## config.mk

```make
export PLATFORM = sky130hd
export DESIGN_NAME = voice_allocator
export DESIGN_NICKNAME = d
export VERILOG_FILES = /design/src/rtl/voice_allocator_pkg.sv /design/src/rtl/voice_allocator_note_phase_rom.sv /design/src/rtl/voice_allocator.sv
export SDC_FILE = /design/constraint.sdc
export NUM_CORES = 1
export LEC_CHECK = 0
export ABC_AREA = 0
export BUFFER_PORTS_ARGS = -buffer_cell sky130_fd_sc_hd__buf_4
export CAP_MARGIN = 20
export CORE_MARGIN = 2
export CORE_UTILIZATION = 56
export DETAILED_ROUTE_END_ITERATION = 16
export HOLD_SLACK_MARGIN = 0.1
export PLACE_DENSITY = 0.77
export SETUP_SLACK_MARGIN = 0.05
export SYNTH_ARGS = -nofsm -noshare
export SYNTH_HDL_FRONTEND = slang
export SYNTH_SLANG_ARGS = --single-unit
export TNS_END_PERCENT = 1
```

## constraint.sdc

```tcl
create_clock -name clk_in -period 3.6 [get_ports clk_in]
set_clock_uncertainty 0.1 [all_clocks]
set_input_delay 0.9 -clock clk_in [delete_from_list [all_inputs] [get_ports clk_in]]
set_output_delay 0.9 -clock clk_in [all_outputs]
set_load 0.03 [all_outputs]
```

## src/rtl/voice_allocator_pkg.sv

```systemverilog
// voice_allocator_pkg
// Shared constants and types for the polyphonic voice allocator:
// MIDI status nibbles, the all-notes-off controller number, synth sample
// rate and phase accumulator width, plus the allocator FSM state enum.
package voice_allocator_pkg;

  localparam int SYNTH_PHASE_ACC_BITS = 32;
  localparam int SYNTH_RATE           = 192000;

  localparam logic [3:0] MIDI_NOTE_ON     = 4'h9;
  localparam logic [3:0] MIDI_NOTE_OFF    = 4'h8;
  localparam logic [3:0] MIDI_CC          = 4'hB;
  localparam logic [6:0] CC_ALL_NOTES_OFF = 7'd123;

  typedef enum logic [1:0] {
    IDLE,
    SCAN,
    LOOKUP,
    COMMIT
  } voice_alloc_state_t;

  // Decoded command held while a packet is in flight.
  typedef enum logic [1:0] {
    CMD_NOTE_ON,
    CMD_NOTE_OFF,
    CMD_ALL_OFF
  } voice_cmd_t;

endpackage

```

## src/rtl/voice_allocator_note_phase_rom.sv

```systemverilog
// note_phase_rom
// 128-entry MIDI-note to DDS phase-increment table with a registered read
// (one cycle latency). Entry n = round(440 * 2^((n-69)/12) * 2^PHASE_BITS
// / SYNTH_RATE), evaluated at elaboration time.
// Ports:
//   clk   in  1           clock
//   addr  in  7           MIDI note number
//   data  out PHASE_BITS  phase increment for addr, one cycle later
module note_phase_rom
  import voice_allocator_pkg::*;
#(
  parameter int PHASE_BITS = SYNTH_PHASE_ACC_BITS
) (
  input  logic                  clk,
  input  logic [6:0]            addr,
  output logic [PHASE_BITS-1:0] data
);

  function automatic logic [PHASE_BITS-1:0] note_incr(input int n);
    real freq;
    real scaled;
    freq   = 440.0 * (2.0 ** ((real'(n) - 69.0) / 12.0));
    scaled = freq * (2.0 ** PHASE_BITS) / real'(SYNTH_RATE);
    return PHASE_BITS'(longint'($floor(scaled + 0.5)));
  endfunction

  logic [PHASE_BITS-1:0] rom [128];

  genvar gi;
  for (gi = 0; gi < 128; gi++) begin : g_rom
    localparam logic [PHASE_BITS-1:0] ENTRY = note_incr(gi);
    assign rom[gi] = ENTRY;
  end

  always_ff @(posedge clk) begin
    data <= rom[addr];
  end

endmodule

```

## src/rtl/voice_allocator.sv

```systemverilog
// voice_allocator
// Polyphonic voice scheduler: decodes USB-MIDI note-on / note-off /
// all-notes-off packets and assigns notes to NUM_VOICES DDS voices
// (retrigger matching voice, else lowest free voice, else optionally steal
// the least-recently-allocated voice).
// Build option: define VOICE_ALLOC_STEAL_EN to enable voice stealing;
// without it a note-on finding no match and no free voice is dropped.
// Ports:
//   clk_in            in  1                      clock
//   rst_in            in  1                      synchronous active-high reset
//   midi_in           in  32                     {cable/CIN, status, data1, data2}
//   midi_valid_in     in  1                      packet present
//   midi_ready_out    out 1                      high in IDLE (can accept)
//   voice_active_out  out NUM_VOICES             gate per voice
//   voice_note_out    out 7*NUM_VOICES           note per voice, voice i at [7i+6:7i]
//   phase_incr_out    out PHASE_BITS*NUM_VOICES  DDS increment per voice
//   voice_trig_out    out NUM_VOICES             one-cycle (re)trigger pulse
module voice_allocator
  import voice_allocator_pkg::*;
#(
  parameter int NUM_VOICES = 4,
  parameter int PHASE_BITS = SYNTH_PHASE_ACC_BITS
) (
  input  logic                             clk_in,
  input  logic                             rst_in,
  input  logic [31:0]                      midi_in,
  input  logic                             midi_valid_in,
  output logic                             midi_ready_out,
  output logic [NUM_VOICES-1:0]            voice_active_out,
  output logic [7*NUM_VOICES-1:0]          voice_note_out,
  output logic [PHASE_BITS*NUM_VOICES-1:0] phase_incr_out,
  output logic [NUM_VOICES-1:0]            voice_trig_out
);

  localparam int IDX_W = $clog2(NUM_VOICES);
  localparam logic [IDX_W-1:0] LAST_IDX = IDX_W'(NUM_VOICES - 1);

  voice_alloc_state_t    state_reg;
  voice_cmd_t            cmd_reg;
  logic [6:0]            pkt_note_reg;
  logic [IDX_W-1:0]      scan_idx_reg;
  logic [IDX_W-1:0]      match_idx_reg, free_idx_reg, target_reg;
  logic                  match_found_reg, free_found_reg, hit_reg;
  logic [NUM_VOICES-1:0] active_reg, trig_reg;
  logic [6:0]            voice_note_reg [NUM_VOICES];
  logic [PHASE_BITS-1:0] incr_reg       [NUM_VOICES];
  logic [IDX_W-1:0]      rank_reg       [NUM_VOICES];
  logic [PHASE_BITS-1:0] rom_data;

  logic                  match_found_next, free_found_next;
  logic [IDX_W-1:0]      match_idx_next, free_idx_next;
`ifdef VOICE_ALLOC_STEAL_EN
  logic [IDX_W-1:0]      oldest_idx_reg, oldest_idx_next;
`endif

  // Packet decode (channel nibble and cable/CIN are don't-care).
  logic [3:0] status_hi;
  logic [7:0] data1, data2;
  logic       is_note_on, is_note_off, is_all_off;
  logic       unused_bits;

  assign status_hi   = midi_in[23:20];
  assign data1       = midi_in[15:8];
  assign data2       = midi_in[7:0];
  assign is_note_on  = (status_hi == MIDI_NOTE_ON) && (data2 != 8'd0);
  assign is_note_off = ((status_hi == MIDI_NOTE_ON) && (data2 == 8'd0)) ||
                       (status_hi == MIDI_NOTE_OFF);
  assign is_all_off  = (status_hi == MIDI_CC) && (data1 == {1'b0, CC_ALL_NOTES_OFF});
  assign unused_bits = ^{midi_in[31:24], midi_in[19:16]};

  // ROM address is the latched note; it is stable from accept through
  // COMMIT, so the registered ROM output is valid by the time it is used.
  note_phase_rom #(.PHASE_BITS(PHASE_BITS)) u_rom (
    .clk  (clk_in),
    .addr (pkt_note_reg),
    .data (rom_data)
  );

  // Running scan records including the voice examined this cycle, so the
  // decision on the last scan cycle already sees voice NUM_VOICES-1.
  always_comb begin
    match_found_next = match_found_reg;
    match_idx_next   = match_idx_reg;
    free_found_next  = free_found_reg;
    free_idx_next    = free_idx_reg;
    if (!match_found_reg && active_reg[scan_idx_reg] &&
        (voice_note_reg[scan_idx_reg] == pkt_note_reg)) begin
      match_found_next = 1'b1;
      match_idx_next   = scan_idx_reg;
    end
    if (!free_found_reg && !active_reg[scan_idx_reg]) begin
      free_found_next = 1'b1;
      free_idx_next   = scan_idx_reg;
    end
  end

`ifdef VOICE_ALLOC_STEAL_EN
  always_comb begin
    oldest_idx_next = oldest_idx_reg;
    if (rank_reg[scan_idx_reg] == LAST_IDX) begin
      oldest_idx_next = scan_idx_reg;
    end
  end
`endif

  always_ff @(posedge clk_in) begin
    if (rst_in) begin
      state_reg       <= IDLE;
      cmd_reg         <= CMD_NOTE_ON;
      pkt_note_reg    <= '0;
      scan_idx_reg    <= '0;
      match_idx_reg   <= '0;
      free_idx_reg    <= '0;
      target_reg      <= '0;
      match_found_reg <= 1'b0;
      free_found_reg  <= 1'b0;
      hit_reg         <= 1'b0;
      active_reg      <= '0;
      trig_reg        <= '0;
`ifdef VOICE_ALLOC_STEAL_EN
      oldest_idx_reg  <= '0;
`endif
      for (int j = 0; j < NUM_VOICES; j++) begin
        voice_note_reg[j] <= '0;
        incr_reg[j]       <= '0;
        rank_reg[j]       <= IDX_W'(j);
      end
    end else begin
      trig_reg <= '0;
      case (state_reg)
        IDLE: begin
          if (midi_valid_in) begin
            pkt_note_reg    <= data1[6:0];
            scan_idx_reg    <= '0;
            match_found_reg <= 1'b0;
            free_found_reg  <= 1'b0;
            if (is_note_on) begin
              cmd_reg   <= CMD_NOTE_ON;
              state_reg <= SCAN;
            end else if (is_note_off) begin
              cmd_reg   <= CMD_NOTE_OFF;
              state_reg <= SCAN;
            end else if (is_all_off) begin
              cmd_reg   <= CMD_ALL_OFF;
              state_reg <= COMMIT;
            end
          end
        end

        SCAN: begin
          match_found_reg <= match_found_next;
          match_idx_reg   <= match_idx_next;
          free_found_reg  <= free_found_next;
          free_idx_reg    <= free_idx_next;
`ifdef VOICE_ALLOC_STEAL_EN
          oldest_idx_reg  <= oldest_idx_next;
`endif
          scan_idx_reg    <= scan_idx_reg + 1'b1;
          if (scan_idx_reg == LAST_IDX) begin
            if (cmd_reg == CMD_NOTE_OFF) begin
              // Note-off always commits; hit_reg gates the actual change.
              hit_reg    <= match_found_next;
              target_reg <= match_idx_next;
              state_reg  <= COMMIT;
            end else if (match_found_next) begin
              target_reg <= match_idx_next;
              state_reg  <= LOOKUP;
            end else if (free_found_next) begin
              target_reg <= free_idx_next;
              state_reg  <= LOOKUP;
            end else begin
`ifdef VOICE_ALLOC_STEAL_EN
              target_reg <= oldest_idx_next;
              state_reg  <= LOOKUP;
`else
              state_reg  <= IDLE;
`endif
            end
          end
        end

        LOOKUP: begin
          state_reg <= COMMIT;
        end

        COMMIT: begin
          if (cmd_reg == CMD_NOTE_ON) begin
            active_reg[target_reg]     <= 1'b1;
            trig_reg[target_reg]       <= 1'b1;
            voice_note_reg[target_reg] <= pkt_note_reg;
            incr_reg[target_reg]       <= rom_data;
            // Age every voice younger than the target; target becomes newest.
            for (int j = 0; j < NUM_VOICES; j++) begin
              if (rank_reg[j] < rank_reg[target_reg]) begin
                rank_reg[j] <= rank_reg[j] + 1'b1;
              end
            end
            rank_reg[target_reg] <= '0;
          end else if (cmd_reg == CMD_NOTE_OFF) begin
            if (hit_reg) begin
              active_reg[target_reg] <= 1'b0;
            end
          end else begin
            active_reg <= '0;
          end
          state_reg <= IDLE;
        end

        default: state_reg <= IDLE;
      endcase
    end
  end

  assign midi_ready_out   = (state_reg == IDLE);
  assign voice_active_out = active_reg;
  assign voice_trig_out   = trig_reg;

  genvar gi;
  for (gi = 0; gi < NUM_VOICES; gi++) begin : g_out
    assign voice_note_out[7*gi +: 7]                   = voice_note_reg[gi];
    assign phase_incr_out[PHASE_BITS*gi +: PHASE_BITS] = incr_reg[gi];
  end

endmodule

```

==> impl_metrics.ini <==
[yosys]
ys_seq_area_frac = 0.5120
yosysMostFrequentCell = edfxtp_1
synth_top_flop_cell = edfxtp_1
syn-instance-count = 1099
ys_ff_latch = 205
yosysWarnings = 0
synth_area_leaders = edfxtp_1 40%, dfxtp_1 11%, nor2_1 4.9%
yosysTopAreaCell = edfxtp_1
ys_types = 70
syn_avg_cell_area_um2 = 9.856
synth-edff-count = 144
async_flop_share = 0
synth.top_cell.area_share = 0.3992
yosys-top-cells-count = 144 x edfxtp_1, 142 x nor2_1, 104 x nand2_1
netlist_area_um2 = 10830

[clock_tree]
cts.clk_slew.worst_paths_ns = 0.06
ctsResizeCount = 0
cts_root_buf = clkbuf_16
hold_buffers = 0
cts_sinks = 205
htreeDepth = 1
numCtsBuffers = 22
cts_tree = built
clockBufferDepth = 3
postCtsSetupBuffers = 0
clock_latency_ns = 0.49

[grt]
grt_start_max_net_pins = 114
track_usage = 0.2991
grt.overflow.total = 0
first_global_vias = 8397
grt_pass1_wl_um = 47570
grt_antenna_before_repair = 0

[timing]
finalCriticalPeriod_ns = 2.856
finalSetupViolations = 0
rsz0062_at_grt = no
hold_viol_final = 0
slew_violations = 0
setup_ws_ns = 0.7445
slew_headroom = 0.4691
worst_pin_slew_ns = 0.7964
tns_ns = 0
period_share = 0.7932
max_freq_ghz = 0.3502

[setup_path]
worst_setup_path_start_kind = register
crit_arrival_ns = 3.12
crit_buf_inv = 3
cp_cell_sequence = buf_4 -> clkinv_1 -> buf_4 -> ha_1 -> nor2b_1 -> o21ai_0 -> o21ai_0 -> mux2i_1 -> mux4_2
ff2ff_setup_slack_ns = 0.74
end_kind = register
critPathMaxFanout = 12
crit_path_max_incr_delay_ns = 0.48
critPathKind = register to register
worstPathRequired_ns = 3.86
critPathSlowestCell = mux4_2
cpLargestDelayFamily = multiplexers

[drt]
drc_errors = 0
routed_wl_um = 31190
via_per_inst = 6.028
first_pass_iters = 6
drt-initial-drc-count = 1360
wl_per_cell_um = 20.60
ant_nets = 0
vias = 9126

[final_layout]
multi_input_area_um2 = 4710
num-nets-final = 1285
final-seq-area_um2 = 5550
num-fill-cells = 1430
largest_reg_flops = 116
stdcell_area_um2 = 13140
diodes = 0
syn_to_final_growth_pct = 21.29
instances_no_fill = 1514
drive_gt1_frac = 0.2329

[power]
p_per_area_nw_per_um2 = 461.3
cellLeakagePower_nw = 5.299
ir_drop_v = 0.0003289

[place]
place_ws_ns = 0.6793
placed_cells_incl_taps = 1474
place_congestion = 1.016
place_area_um2 = 12360
port_buffers = 175
post-dp-hpwl_um = 21270

[die]
die_x_um = 143.1
ios = 200
core_um2 = 18830
die_area_um2 = 20470
dieHeight_um = 143.1
row_count = 50
start_util = 0.5752

[job]
cap_violations = 0

[hold_path]
hold_path_class = register to register

[run_status]
status = completed
==> worst paths after layout <==
kind | startpoint | end | cells after the start
min reg2reg | match_idx_reg[1]$_SDFFE_PP0P_ | match_idx_reg[1]$_SDFFE_PP0P_ | 2
max | pkt_note_reg[0]$_SDFFE_PP0P_ | u_rom.data[16]$_DFF_P_ | 9
max reg2reg | pkt_note_reg[0]$_SDFFE_PP0P_ | u_rom.data[16]$_DFF_P_ | 9
min | match_idx_reg[1]$_SDFFE_PP0P_ | match_idx_reg[1]$_SDFFE_PP0P_ | 2
==> routing by layer <==
metal	wire (um)	part of all wire	global-route usage
met2	14360	0.46	0.4674
met3	3395	0.11	0.05600
met5	0	0	0
met1	12780	0.41	0.4321
met4	652	0.021	0.07608
==> stage by stage <==
stage	hold slack (ns)	util	total power, mW
3_3_place_gp	0.3717	0.6561	3.717
2_1_floorplan	0.3514	-	3.402
5_1_grt	0.4079	0.6977	6.235
6_report	0.3900	0.6977	6.061
4_1_cts	0.3929	0.6977	6.060
3_5_place_dp	0.3847	0.6561	3.728
==> layout make-up <==
cell class	count	share of cell area
clock buffers	33	0.05229
clock inverters	7	0.007238
inverters	41	0.01171
multi-input cells	761	0.3585
flip-flops and latches	205	0.4225
well taps	260	0.02476
repair buffers	207	0.1230
==> cell families after synthesis <==
| group | synth area share |
|---|---|
| other | 0.0003462 |
| multiplexers | 0.08768 |
| buffers and inverters | 0.05822 |
| adder cells (fa/ha/maj) | 0.01386 |
| AND/OR/NAND/NOR | 0.1773 |
| flip-flops | 0.5120 |
| XOR/XNOR | 0.007278 |
| AO/OA/AOI/OAI | 0.1434 |
==> worst min-delay path: stages, from the launching register on <==
cell	delay, ns
dfxtp_1	0.32
nand2b_1	0.07
mux2i_1	0.06
==> where the power goes <==
group | leakage (nW) | internal, mW | total [mW] | switching (mW)
Sequential | 1.99 | 2.63 | 2.70 | 0.0693
Combinational | 2.93 | 0.355 | 1.01 | 0.652
Clock | 0.376 | 1.47 | 2.35 | 0.880
Total | 5.30 | 4.46 | 6.06 | 1.60
==> layout by cell type (no fill, tap or decap), drive strengths merged, types with 4 or more instances in the layout <==
cell type,instances
mux4,18
ha,12
nor4,9
a311o,4
or3,6
or2,6
o21ai,75
xnor2,8
o21a,4
inv,40
buf,207
a21o,5
nand2,105
a22oi,8
clkbuf,33
a31oi,15
o31ai,12
nor2,142
and2,33
nor2b,17
mux2i,45
o221ai,7
mux2,8
a211oi,12
o211ai,13
conb,12
nand2b,27
nand3,19
o22ai,7
dfxtp,61
edfxtp,144
nor3,30
a21oi,63
clkinv,4
(Power assumes the default switching activity.)
